### config.mk
export PLATFORM = sky130hd
export DESIGN_NAME = score_bcd_converter
export DESIGN_NICKNAME = d
export VERILOG_FILES = /design/src/rtl/score_pkg.sv /design/src/rtl/bcd_add3_adjust.sv /design/src/rtl/score_bcd_converter.sv
export SDC_FILE = /design/constraint.sdc
export NUM_CORES = 1
export LEC_CHECK = 0
export CAP_MARGIN = 20
export CELL_PAD_IN_SITES_DETAIL_PLACEMENT = 1
export CELL_PAD_IN_SITES_GLOBAL_PLACEMENT = 2
export CORE_UTILIZATION = 29
export DETAILED_ROUTE_END_ITERATION = 10
export HOLD_SLACK_MARGIN = 0.1
export PLACE_DENSITY_LB_ADDON = 0.1
export SYNTH_ARGS = -nofsm -noshare
export SYNTH_HDL_FRONTEND = slang
export SYNTH_SLANG_ARGS = --single-unit
### constraint.sdc
create_clock -name clk -period 1.5 [get_ports clk]
set_clock_uncertainty 0.2 [all_clocks]
set_input_delay 0.375 -clock clk [delete_from_list [all_inputs] [get_ports clk]]
set_output_delay 0.375 -clock clk [all_outputs]
set_load 0.005 [all_outputs]
### src/rtl/score_pkg.sv
// ---------------------------------------------------------------------------
// score_pkg
//
// Purpose:
//    Shared constants, types and helpers for the score binary-to-BCD
//    converter. The converter turns the game's binary score or hit counter
//    into four BCD digits for the per-digit seven-segment decoders.
//
// Contents:
//    BIN_W       width of the binary score input (2^14 covers 0..9999)
//    DIGITS      number of BCD digits produced
//    MAX_VAL     saturation limit, which has to be 10^DIGITS - 1 so the
//                clamped value always fits in DIGITS decimal digits
//    BCD_W       width of the packed BCD output word
//    SREG_W      width of the combined {bcd, bin} double-dabble register
//    CNT_W       width of the shift counter, $clog2(BIN_W)
//    BLANK_CODE  nibble the downstream decoder shows as all segments off
//    state_t     converter FSM states {IDLE, SHIFT}
//    blankLeadingZeros()  replaces leading zero digits with BLANK_CODE
//
// Build option:
//    SCORE_LEADING_ZERO_BLANK_EN selects leading-zero blanking in the top
//    module; the helper here is always available.
// ---------------------------------------------------------------------------
package score_pkg;

   localparam int BIN_W   = 14;
   localparam int DIGITS  = 4;
   localparam int MAX_VAL = 9999;

   localparam int BCD_W   = 4 * DIGITS;
   localparam int SREG_W  = BCD_W + BIN_W;
   localparam int CNT_W   = $clog2(BIN_W);

   localparam logic [3:0] BLANK_CODE = 4'hF;

   // Saturation limit sized to the binary input so comparisons against
   // bin_in stay the same width on both sides.
   localparam logic [BIN_W-1:0] MAX_BIN = BIN_W'(MAX_VAL);

   // Counter value at which the last of the BIN_W shifts happens.
   localparam logic [CNT_W-1:0] LAST_CNT = CNT_W'(BIN_W - 1);

   typedef enum logic [0:0] {
      IDLE  = 1'b0,
      SHIFT = 1'b1
   } state_t;

   // Walks from the most significant digit downwards and blanks digits
   // while they are still zero. Digit 0 is never touched, so a value of
   // zero keeps a single visible "0".
   function automatic logic [BCD_W-1:0] blankLeadingZeros(input logic [BCD_W-1:0] digits);
      logic [BCD_W-1:0] result;
      logic             seenNonZero;
      result      = digits;
      seenNonZero = 1'b0;
      for (int i = DIGITS - 1; i > 0; i--) begin
         if (!seenNonZero && (digits[4*i +: 4] == 4'd0)) begin
            result[4*i +: 4] = BLANK_CODE;
         end else begin
            seenNonZero = 1'b1;
         end
      end
      return result;
   endfunction

endpackage

### src/rtl/bcd_add3_adjust.sv
// ---------------------------------------------------------------------------
// bcd_add3_adjust
//
// Purpose:
//    Combinational per-digit correction step of the shift-and-add-3
//    (double dabble) algorithm. A BCD digit of 5 or more would overflow
//    past 9 when the register is doubled, so it is pre-corrected by +3
//    before the shift.
//
// Ports:
//    digit_i   4-bit BCD digit before the shift
//    digit_o   4-bit digit after the conditional +3 adjustment
// ---------------------------------------------------------------------------
module bcd_add3_adjust (
   input  logic [3:0] digit_i,
   output logic [3:0] digit_o
);

   // Only digits 5..9 can occur here in normal operation; the adjusted
   // result 8..12 then shifts into a correct carry plus low digit.
   always_comb begin
      digit_o = digit_i;
      if (digit_i >= 4'd5) begin
         digit_o = digit_i + 4'd3;
      end
   end

endmodule

### src/rtl/score_bcd_converter.sv
// ---------------------------------------------------------------------------
// score_bcd_converter
//
// Purpose:
//    Sequential binary-to-BCD converter for the score display. A load
//    request captures the binary score (clamped to MAX_VAL), then BIN_W
//    shift-and-add-3 steps produce DIGITS BCD digits. The display output
//    only changes on the single edge that finishes a conversion, so the
//    game logic may request updates on any cycle without the display ever
//    showing partially converted digits.
//
// Ports:
//    clk       system clock, all state updates on the rising edge
//    rst       synchronous active-high reset, aborts any conversion
//    load      conversion request, only sampled while not busy
//    bin_in    binary value to convert
//    busy      high while a conversion is running
//    valid     one-cycle pulse when bcd_out and sat have been updated
//    bcd_out   packed BCD result, digit i in bits [4i+3:4i], digit 0 = units
//    sat       last accepted bin_in was above MAX_VAL and was clamped
//
// Build option:
//    SCORE_LEADING_ZERO_BLANK_EN  when defined, digits above the most
//    significant non-zero digit are written as BLANK_CODE. When undefined,
//    leading zeros are shown as 0.
// ---------------------------------------------------------------------------
module score_bcd_converter
   import score_pkg::*;
(
   input  logic             clk,
   input  logic             rst,
   input  logic             load,
   input  logic [BIN_W-1:0] bin_in,
   output logic             busy,
   output logic             valid,
   output logic [BCD_W-1:0] bcd_out,
   output logic             sat
);

   state_t            state_q,      state_d;
   logic [SREG_W-1:0] shiftReg_q,   shiftReg_d;
   logic [CNT_W-1:0]  cnt_q,        cnt_d;
   logic [BCD_W-1:0]  bcdOut_q,     bcdOut_d;
   logic              sat_q,        sat_d;
   logic              satPending_q, satPending_d;
   logic              valid_q,      valid_d;

   logic [BCD_W-1:0]  adjBcd;
   logic [SREG_W-1:0] adjReg;
   logic [SREG_W-1:0] shiftedReg;
   logic [BCD_W-1:0]  finalBcd;
   logic              overLimit;
   logic [BIN_W-1:0]  clampedBin;

   // One add-3 adjuster per BCD digit of the shift register. The BCD half
   // sits above the binary half, so digit g starts at bit BIN_W + 4g.
   for (genvar g = 0; g < DIGITS; g++) begin : gen_adjust
      bcd_add3_adjust u_adjust (
         .digit_i (shiftReg_q[BIN_W + 4*g +: 4]),
         .digit_o (adjBcd[4*g +: 4])
      );
   end

   // One double-dabble step: corrected digits on top of the untouched
   // binary half, then the whole register moves left by one bit. On the
   // last step the top BCD_W bits are the finished conversion.
   assign adjReg     = {adjBcd, shiftReg_q[BIN_W-1:0]};
   assign shiftedReg = adjReg << 1;
   assign finalBcd   = shiftedReg[SREG_W-1 -: BCD_W];

   // Input clamping happens at load time so the shift datapath never sees
   // a value that needs more than DIGITS decimal digits.
   assign overLimit  = (bin_in > MAX_BIN);
   assign clampedBin = overLimit ? MAX_BIN : bin_in;

   // State register and all datapath registers. Reset clears everything,
   // which also drops any in-flight conversion without a valid pulse.
   always_ff @(posedge clk) begin
      if (rst) begin
         state_q      <= IDLE;
         shiftReg_q   <= '0;
         cnt_q        <= '0;
         bcdOut_q     <= '0;
         sat_q        <= 1'b0;
         satPending_q <= 1'b0;
         valid_q      <= 1'b0;
      end else begin
         state_q      <= state_d;
         shiftReg_q   <= shiftReg_d;
         cnt_q        <= cnt_d;
         bcdOut_q     <= bcdOut_d;
         sat_q        <= sat_d;
         satPending_q <= satPending_d;
         valid_q      <= valid_d;
      end
   end

   // Next-state and datapath control. In IDLE a load starts a new
   // conversion; in SHIFT one adjust-and-shift step runs per cycle and the
   // visible outputs are only written on the final step. A load arriving
   // while in SHIFT is simply not looked at, so nothing gets queued. Since
   // valid is high in the first IDLE cycle after a conversion, a load in
   // that cycle is accepted and conversions can run back to back.
   always_comb begin
      state_d      = state_q;
      shiftReg_d   = shiftReg_q;
      cnt_d        = cnt_q;
      bcdOut_d     = bcdOut_q;
      sat_d        = sat_q;
      satPending_d = satPending_q;
      valid_d      = 1'b0;

      case (state_q)
         IDLE: begin
            if (load) begin
               shiftReg_d   = {{BCD_W{1'b0}}, clampedBin};
               cnt_d        = '0;
               satPending_d = overLimit;
               state_d      = SHIFT;
            end
         end

         SHIFT: begin
            shiftReg_d = shiftedReg;
            cnt_d      = cnt_q + CNT_W'(1);
            if (cnt_q == LAST_CNT) begin
`ifdef SCORE_LEADING_ZERO_BLANK_EN
               bcdOut_d = blankLeadingZeros(finalBcd);
`else
               bcdOut_d = finalBcd;
`endif
               sat_d    = satPending_q;
               valid_d  = 1'b1;
               state_d  = IDLE;
            end
         end

         default: begin
            state_d = IDLE;
         end
      endcase
   end

   // Outputs come straight from registers, so busy/valid/bcd_out/sat are
   // glitch-free for the display and the game logic.
   assign busy    = (state_q == SHIFT);
   assign valid   = valid_q;
   assign bcd_out = bcdOut_q;
   assign sat     = sat_q;

endmodule

==> results of run 1 <==
## power by group
group | switching, W | internal (W) | leakage [nW]
combinational | 0.000166 | 0.000179 | 1.07
clock | 0.000483 | 0.000316 | 0.0438
sequential | 0.0000223 | 0.00146 | 0.453
total | 0.000671 | 0.00196 | 1.57
## what timing repair did
action | 4_1_cts | 5_1_grt
setup buffers | 2 | 7
gates cloned | 0 | 1
endpoints found under the setup margin | 69 | 56
gates resized for setup | 88 | 49
pin swaps | 14 | 14
## area by class of cell
cell class	count	area, sq um	area share [%]
multi-input cells	196	1730	42.3
inverters	14	62.6	1.53
repair buffers	107	956	23.4
well taps	105	131	3.22
clock inverters	2	10.0	0.245
flip-flops and latches	54	1120	27.6
clock buffers	5	68.8	1.69
## critical path, stage by stage (launching register included)
cell and delay [ns]:
dfxtp_2 0.37, inv_4 0.06, ha_4 0.14, nand2b_4 0.14, a21oi_4 0.18, mux2_4 0.34
o32ai_2 0.11
## synth_stat cells (all sizes together)
master  number
a311oi       4
o22ai        8
a211oi       3
nand4b       1
and4         1
nor4         1
nor2        28
or2          1
a21oi       33
o31ai        1
ha          10
xnor2        4
nor3b       11
inv         14
nand3       10
nand3b       3
o31a         1
nor3         3
o21ai       17
buf         12
o32ai       11
mux2i       11
nand2b      18
a21bo        1
a41oi        1
mux2         4
nor2b        2
clkbuf       7
nand2        8
dfxtp       54
## metrics by stage
stage	area (sq um)	std cells
6_report	4080	483
4_1_cts	3850	475
3_5_place_dp	3560	467
2_1_floorplan	2680	283
5_1_grt	4080	483
3_3_place_gp	3560	467
## cells by family (layout without fill, tap and decap cells)
kind of cell	Yosys count	in the layout
AND/OR/NAND/NOR	87	87
AO/OA/AOI/OAI	80	80
flip-flops	54	54
buffers and inverters	33	128
multiplexers	15	15
adder cells (fa/ha/maj)	10	10
XOR/XNOR	4	4
## worst max-delay path by stage
stage	from	to	cells past startpoint
finish	shiftReg_q[15]	shiftReg_q[16]	6
global route	shiftReg_q[15]	shiftReg_q[16]	6
CTS	shiftReg_q[19]	bcd_out[6]	6
detailed placement	load	cnt_q[2]	5
global placement	load	shiftReg_q[21]	5
floorplan	shiftReg_q[23]	bcd_out[10]	6
## layer usage
metal / track usage (%) / share of wire (%) / routed length (microns)
met3: 2.87 / 2.4 / 171
met2: 29.2 / 51 / 3650
met1: 21.7 / 47 / 3360
met5: 0 / 0 / 0
met4: 3.79 / 0.55 / 40
## state kept, by name, indices dropped and copies added (netlist names)
signal        flops
shiftReg_q       30
bcd_out          16
cnt_q             4
busy              1
sat               1
satPending_q      1
valid             1
## placed cells by master (no fill, tap or decap), types with 5 or more instances in the layout
master,count
nor2_1,24
dlygate4sd2_1,14
o21ai_0,14
o22ai_2,7
dfxtp_2,26
nand2b_4,5
buf_6,14
clkdlybuf4s50_1,7
o32ai_2,7
nand2_1,8
clkdlybuf4s15_1,11
nand2b_1,13
clkbuf_8,5
mux2i_1,11
inv_2,5
nand3_1,9
inv_1,5
buf_4,55
dfxtp_1,25
nor3b_1,7
a21oi_1,26
ha_4,9
==> impl_metrics.tcl, run 1 <==
set metrics [dict create \
    rows 33 \
    yosys.area.top_type_share_pct 43.1 \
    cts_max_path_buffers 2 \
    whs_path_depth 2 \
    grt_pass1_wl_mm 11.7 \
    r2r-end "shiftReg_q[16]" \
    max_cap_violations 0 \
    cp-start-kind "flip-flop" \
    syn_inst 283 \
    arrival_ns 1.65 \
    cts_root_buf "clkbuf_8" \
    dieArea_sq_um 9030 \
    synth_area_leaders "dfxtp_1 (43%), a21oi_1 (6.6%), ha_1 (5.0%), nand2b_1 (4.5%), mux2i_1 (4.4%)" \
    grt_pass1_vias 2385 \
    initial_core_util_pct 30.2 \
    numCtsBuffers 5 \
    synth_xor_area_share_pct 1.40 \
    synth_top_area_cell "dfxtp_1" \
    cts.sinks 54 \
    via_per_inst 4.91 \
    relSlewSlack_pct 71.3 \
    ant_nets 0 \
    gp_congestion 0.703 \
    synthAdderAreaFrac_pct 4.99 \
    synth_area_sq_um 2510 \
    clk_pin_slew_worst_paths_ns 0.10 \
    drv_slew 0 \
    violations "negative setup slack" \
    grt_overflow 0 \
    wirelength_mm 7.23 \
    area_growth_pct 62.6 \
    status "finished, violations left" \
    setup_viol 12 \
    whs_ns 0.287 \
    dpl_worst_slack_ns -0.555 \
    synthSimpleGateAreaFrac_pct 18.4 \
    ios 36 \
    drc 0 \
    reg2reg_depth 6 \
    route.vias.total 2372 \
    critPathKind "reg -> reg" \
    ctsHoldBuffers 0 \
    synth_mux_area_share_pct 6.18 \
    period_minus_slack_ns 1.64 \
    n_antenna_cell 0 \
    synth-compound-area-share_pct 20.1 \
    syn_avg_cell_area_sq_um 8.86 \
    power_density_nw_per_um2 644 \
    cp_max_fo 3 \
    hp-start "satPending_q" \
    synth_nets 310 \
    grt_antenna_before_repair 0 \
    p_leak_nw 1.57 \
    end_kind "flip-flop" \
    fin_ws_ns -0.141 \
    hold_class "reg -> reg" \
    yosys_warnings 0 \
    die_height_microns 95.0 \
    numPortBuffers 35 \
    coreArea_sq_um 8300 \
    ff2ff_setup_slack_ns -0.14 \
    dp_hpwl_mm 5.11 \
    dr.pass1.iters 4 \
    cts_tree "built" \
    fin_crit_sh_pct 109 \
    ys_seq_area_share_pct 43.1 \
    fmax_mhz 610 \
    synth_top_family_by_area "compound AO/OA/AOI/OAI gates" \
    yosysUniqueCellTypes 32 \
    die_x_microns 95.0 \
    hold_end "satPending_q" \
    power_w 0.00263 \
    rsz0062_at_grt "yes" \
    wire_per_inst_microns 15.0 \
    setup-tns-final_ns -0.800 \
    grt_max_degree 26 \
    clk-insertion-delay-late_ns 0.30 \
    drive_gt1_share_pct 47.6 \
    crit_required_ns 1.51 \
    ys_seq_elements 54 \
    finish.utilization_pct 49.2 \
    htree_levels 2 \
    drt_iter0_markers 51 \
    grt.total_usage_pct 16.8 \
    final_net_count 405 \
    r2r-start "shiftReg_q[15]" \
    filler_cell_count 936 \
    ir_drop_v 0.000343 \
    tightestPinTransition_ns 0.426 \
    hold_viol_final 0 \
]
Note: power is estimated with default switching activity, not from simulation.
==> run 2, diff against run 1 <==
--- a/config.mk
+++ b/config.mk
@@ -8,7 +8,8 @@
 export CAP_MARGIN = 20
 export CELL_PAD_IN_SITES_DETAIL_PLACEMENT = 1
 export CELL_PAD_IN_SITES_GLOBAL_PLACEMENT = 2
-export CORE_UTILIZATION = 29
+export CORE_UTILIZATION = 31
+export CTS_BUF_LIST = sky130_fd_sc_hd__clkbuf_2
 export DETAILED_ROUTE_END_ITERATION = 10
 export HOLD_SLACK_MARGIN = 0.1
 export PLACE_DENSITY_LB_ADDON = 0.1
==> impl_metrics.tcl, run 2 (synthesized netlist as in run 1, its figures left out) <==
set metrics [dict create \
    dp_hpwl_mm 4.89 \
    fmax_mhz 621 \
    cts_max_path_buffers 2 \
    grt.total_usage_pct 16.8 \
    rsz0062_at_grt "yes" \
    cts.sinks 54 \
    power_density_nw_per_um2 598 \
    filler_cell_count 882 \
    hp-start "bcd_out[14]" \
    ant_nets 0 \
    dr.pass1.iters 4 \
    drc 0 \
    crit_required_ns 1.69 \
    area_growth_pct 59.1 \
    period_minus_slack_ns 1.61 \
    tightestPinTransition_ns 0.421 \
    cts_root_buf "clkbuf_2" \
    n_antenna_cell 0 \
    wire_per_inst_microns 14.3 \
    route.vias.total 2380 \
    grt_antenna_before_repair 0 \
    dpl_worst_slack_ns -0.482 \
    grt_pass1_vias 2372 \
    rows 32 \
    fin_crit_sh_pct 107 \
    setup_viol 23 \
    final_cell_mix "buf_4 (58), a21oi_1 (26), dfxtp_1 (25), nor2_1 (24), dfxtp_2 (24)" \
    hold_viol_final 0 \
    largest_reg_flops 30 \
    drive_gt1_share_pct 52.6 \
    hold_class "reg -> reg" \
    dieArea_sq_um 8460 \
    hold_end "bcd_out[14]" \
    power_w 0.00239 \
    wirelength_mm 6.90 \
    cp_max_fo 3 \
    die_x_microns 92.0 \
    drt_iter0_markers 25 \
    status "finished, violations left" \
    r2r-end "bcd_out[10]" \
    numCtsBuffers 5 \
    reg2reg_depth 6 \
    ios 36 \
    htree_levels 2 \
    max_cap_violations 0 \
    grt_overflow 0 \
    end_kind "flip-flop" \
    via_per_inst 4.94 \
    clk-insertion-delay-late_ns 0.43 \
    gp_congestion 0.723 \
    setup-tns-final_ns -0.924 \
    regMostFlops "shiftReg_q" \
    fin_ws_ns -0.110 \
    coreArea_sq_um 7770 \
    whs_path_depth 2 \
    cts_tree "built" \
    layout_commonest_cell "buf_4" \
    relSlewSlack_pct 71.6 \
    ctsHoldBuffers 0 \
    drv_slew 0 \
    clk_pin_slew_worst_paths_ns 0.26 \
    whs_ns 0.301 \
    numPortBuffers 35 \
    final_net_count 407 \
    ff2ff_setup_slack_ns -0.11 \
    critPathKind "reg -> reg" \
    ir_drop_v 0.000384 \
    die_height_microns 92.0 \
    violations "negative setup slack" \
    r2r-start "shiftReg_q[23]" \
    p_leak_nw 1.53 \
    grt_max_degree 20 \
    cp-start-kind "flip-flop" \
    initial_core_util_pct 32.3 \
    grt_pass1_wl_mm 11.3 \
    arrival_ns 1.80 \
]
## run 2: critical path, stage by stage (launching register included)
cell and delay (ns):
dfxtp_2 0.41, inv_4 0.05, ha_4 0.15, nand2b_4 0.14, a21oi_4 0.16, mux2_4 0.33, o22ai_2 0.13
## run 2: worst max path at each step
stage,depth (start not counted),end,start,slack [ns]
after floorplan,6,bcd_out[10],shiftReg_q[23],-0.01
after global placement,4,shiftReg_q[23],load,-0.44
after detailed placement,4,shiftReg_q[24],load,-0.48
after CTS,6,bcd_out[2],shiftReg_q[15],-0.13
after global routing,6,bcd_out[10],shiftReg_q[23],-0.16
final,6,bcd_out[10],shiftReg_q[23],-0.11
## run 2: area by class of cell
| class | count | area, sq um | share of cell area, % |
|---|---|---|---|
| Multi-Input combinational cell | 196 | 1710 | 42.9 |
| Sequential cell | 54 | 1130 | 28.3 |
| Timing Repair Buffer | 109 | 922 | 23.1 |
| Tap cell | 102 | 128 | 3.20 |
| Inverter | 14 | 65.1 | 1.63 |
| Clock buffer | 7 | 35.0 | 0.878 |
## run 2: metal layers
| layer | GRT usage, % | routed length (microns) | up-vias | share of wire, % |
|---|---|---|---|---|
| li1 | - | - | 1209 | - |
| met1 | 22.6 | 3340 | 1141 | 48 |
| met2 | 27.7 | 3330 | 24 | 48 |
| met3 | 3.07 | 153 | 6 | 2.2 |
| met4 | 4.30 | 68 | 0 | 0.99 |
| met5 | 0 | 0 | - | 0 |
## run 2: report_power, final
group | total [W] | internal, W | switching, W
Sequential | 0.00149 | 0.00147 | 0.0000233
Clock | 0.000551 | 0.000121 | 0.000430
Combinational | 0.000347 | 0.000188 | 0.000159
## run 2: metrics by stage
stage | utilization [%] | instance area (sq um) | instances
CTS | 47.5 | 3690 | 473
global route | 51.4 | 3990 | 482
finish | 51.4 | 3990 | 482
floorplan | - | 2680 | 283
global placement | 45.0 | 3500 | 458
detailed placement | 45.0 | 3500 | 458
## run 2: repair_timing
action / CTS / global route
resized for setup: 134 / 55
setup endpoints to repair: 46 / 67
endpoints found under the hold margin: 0 / 0
pin swaps: 14 / 17
buffers inserted: 8 / 9
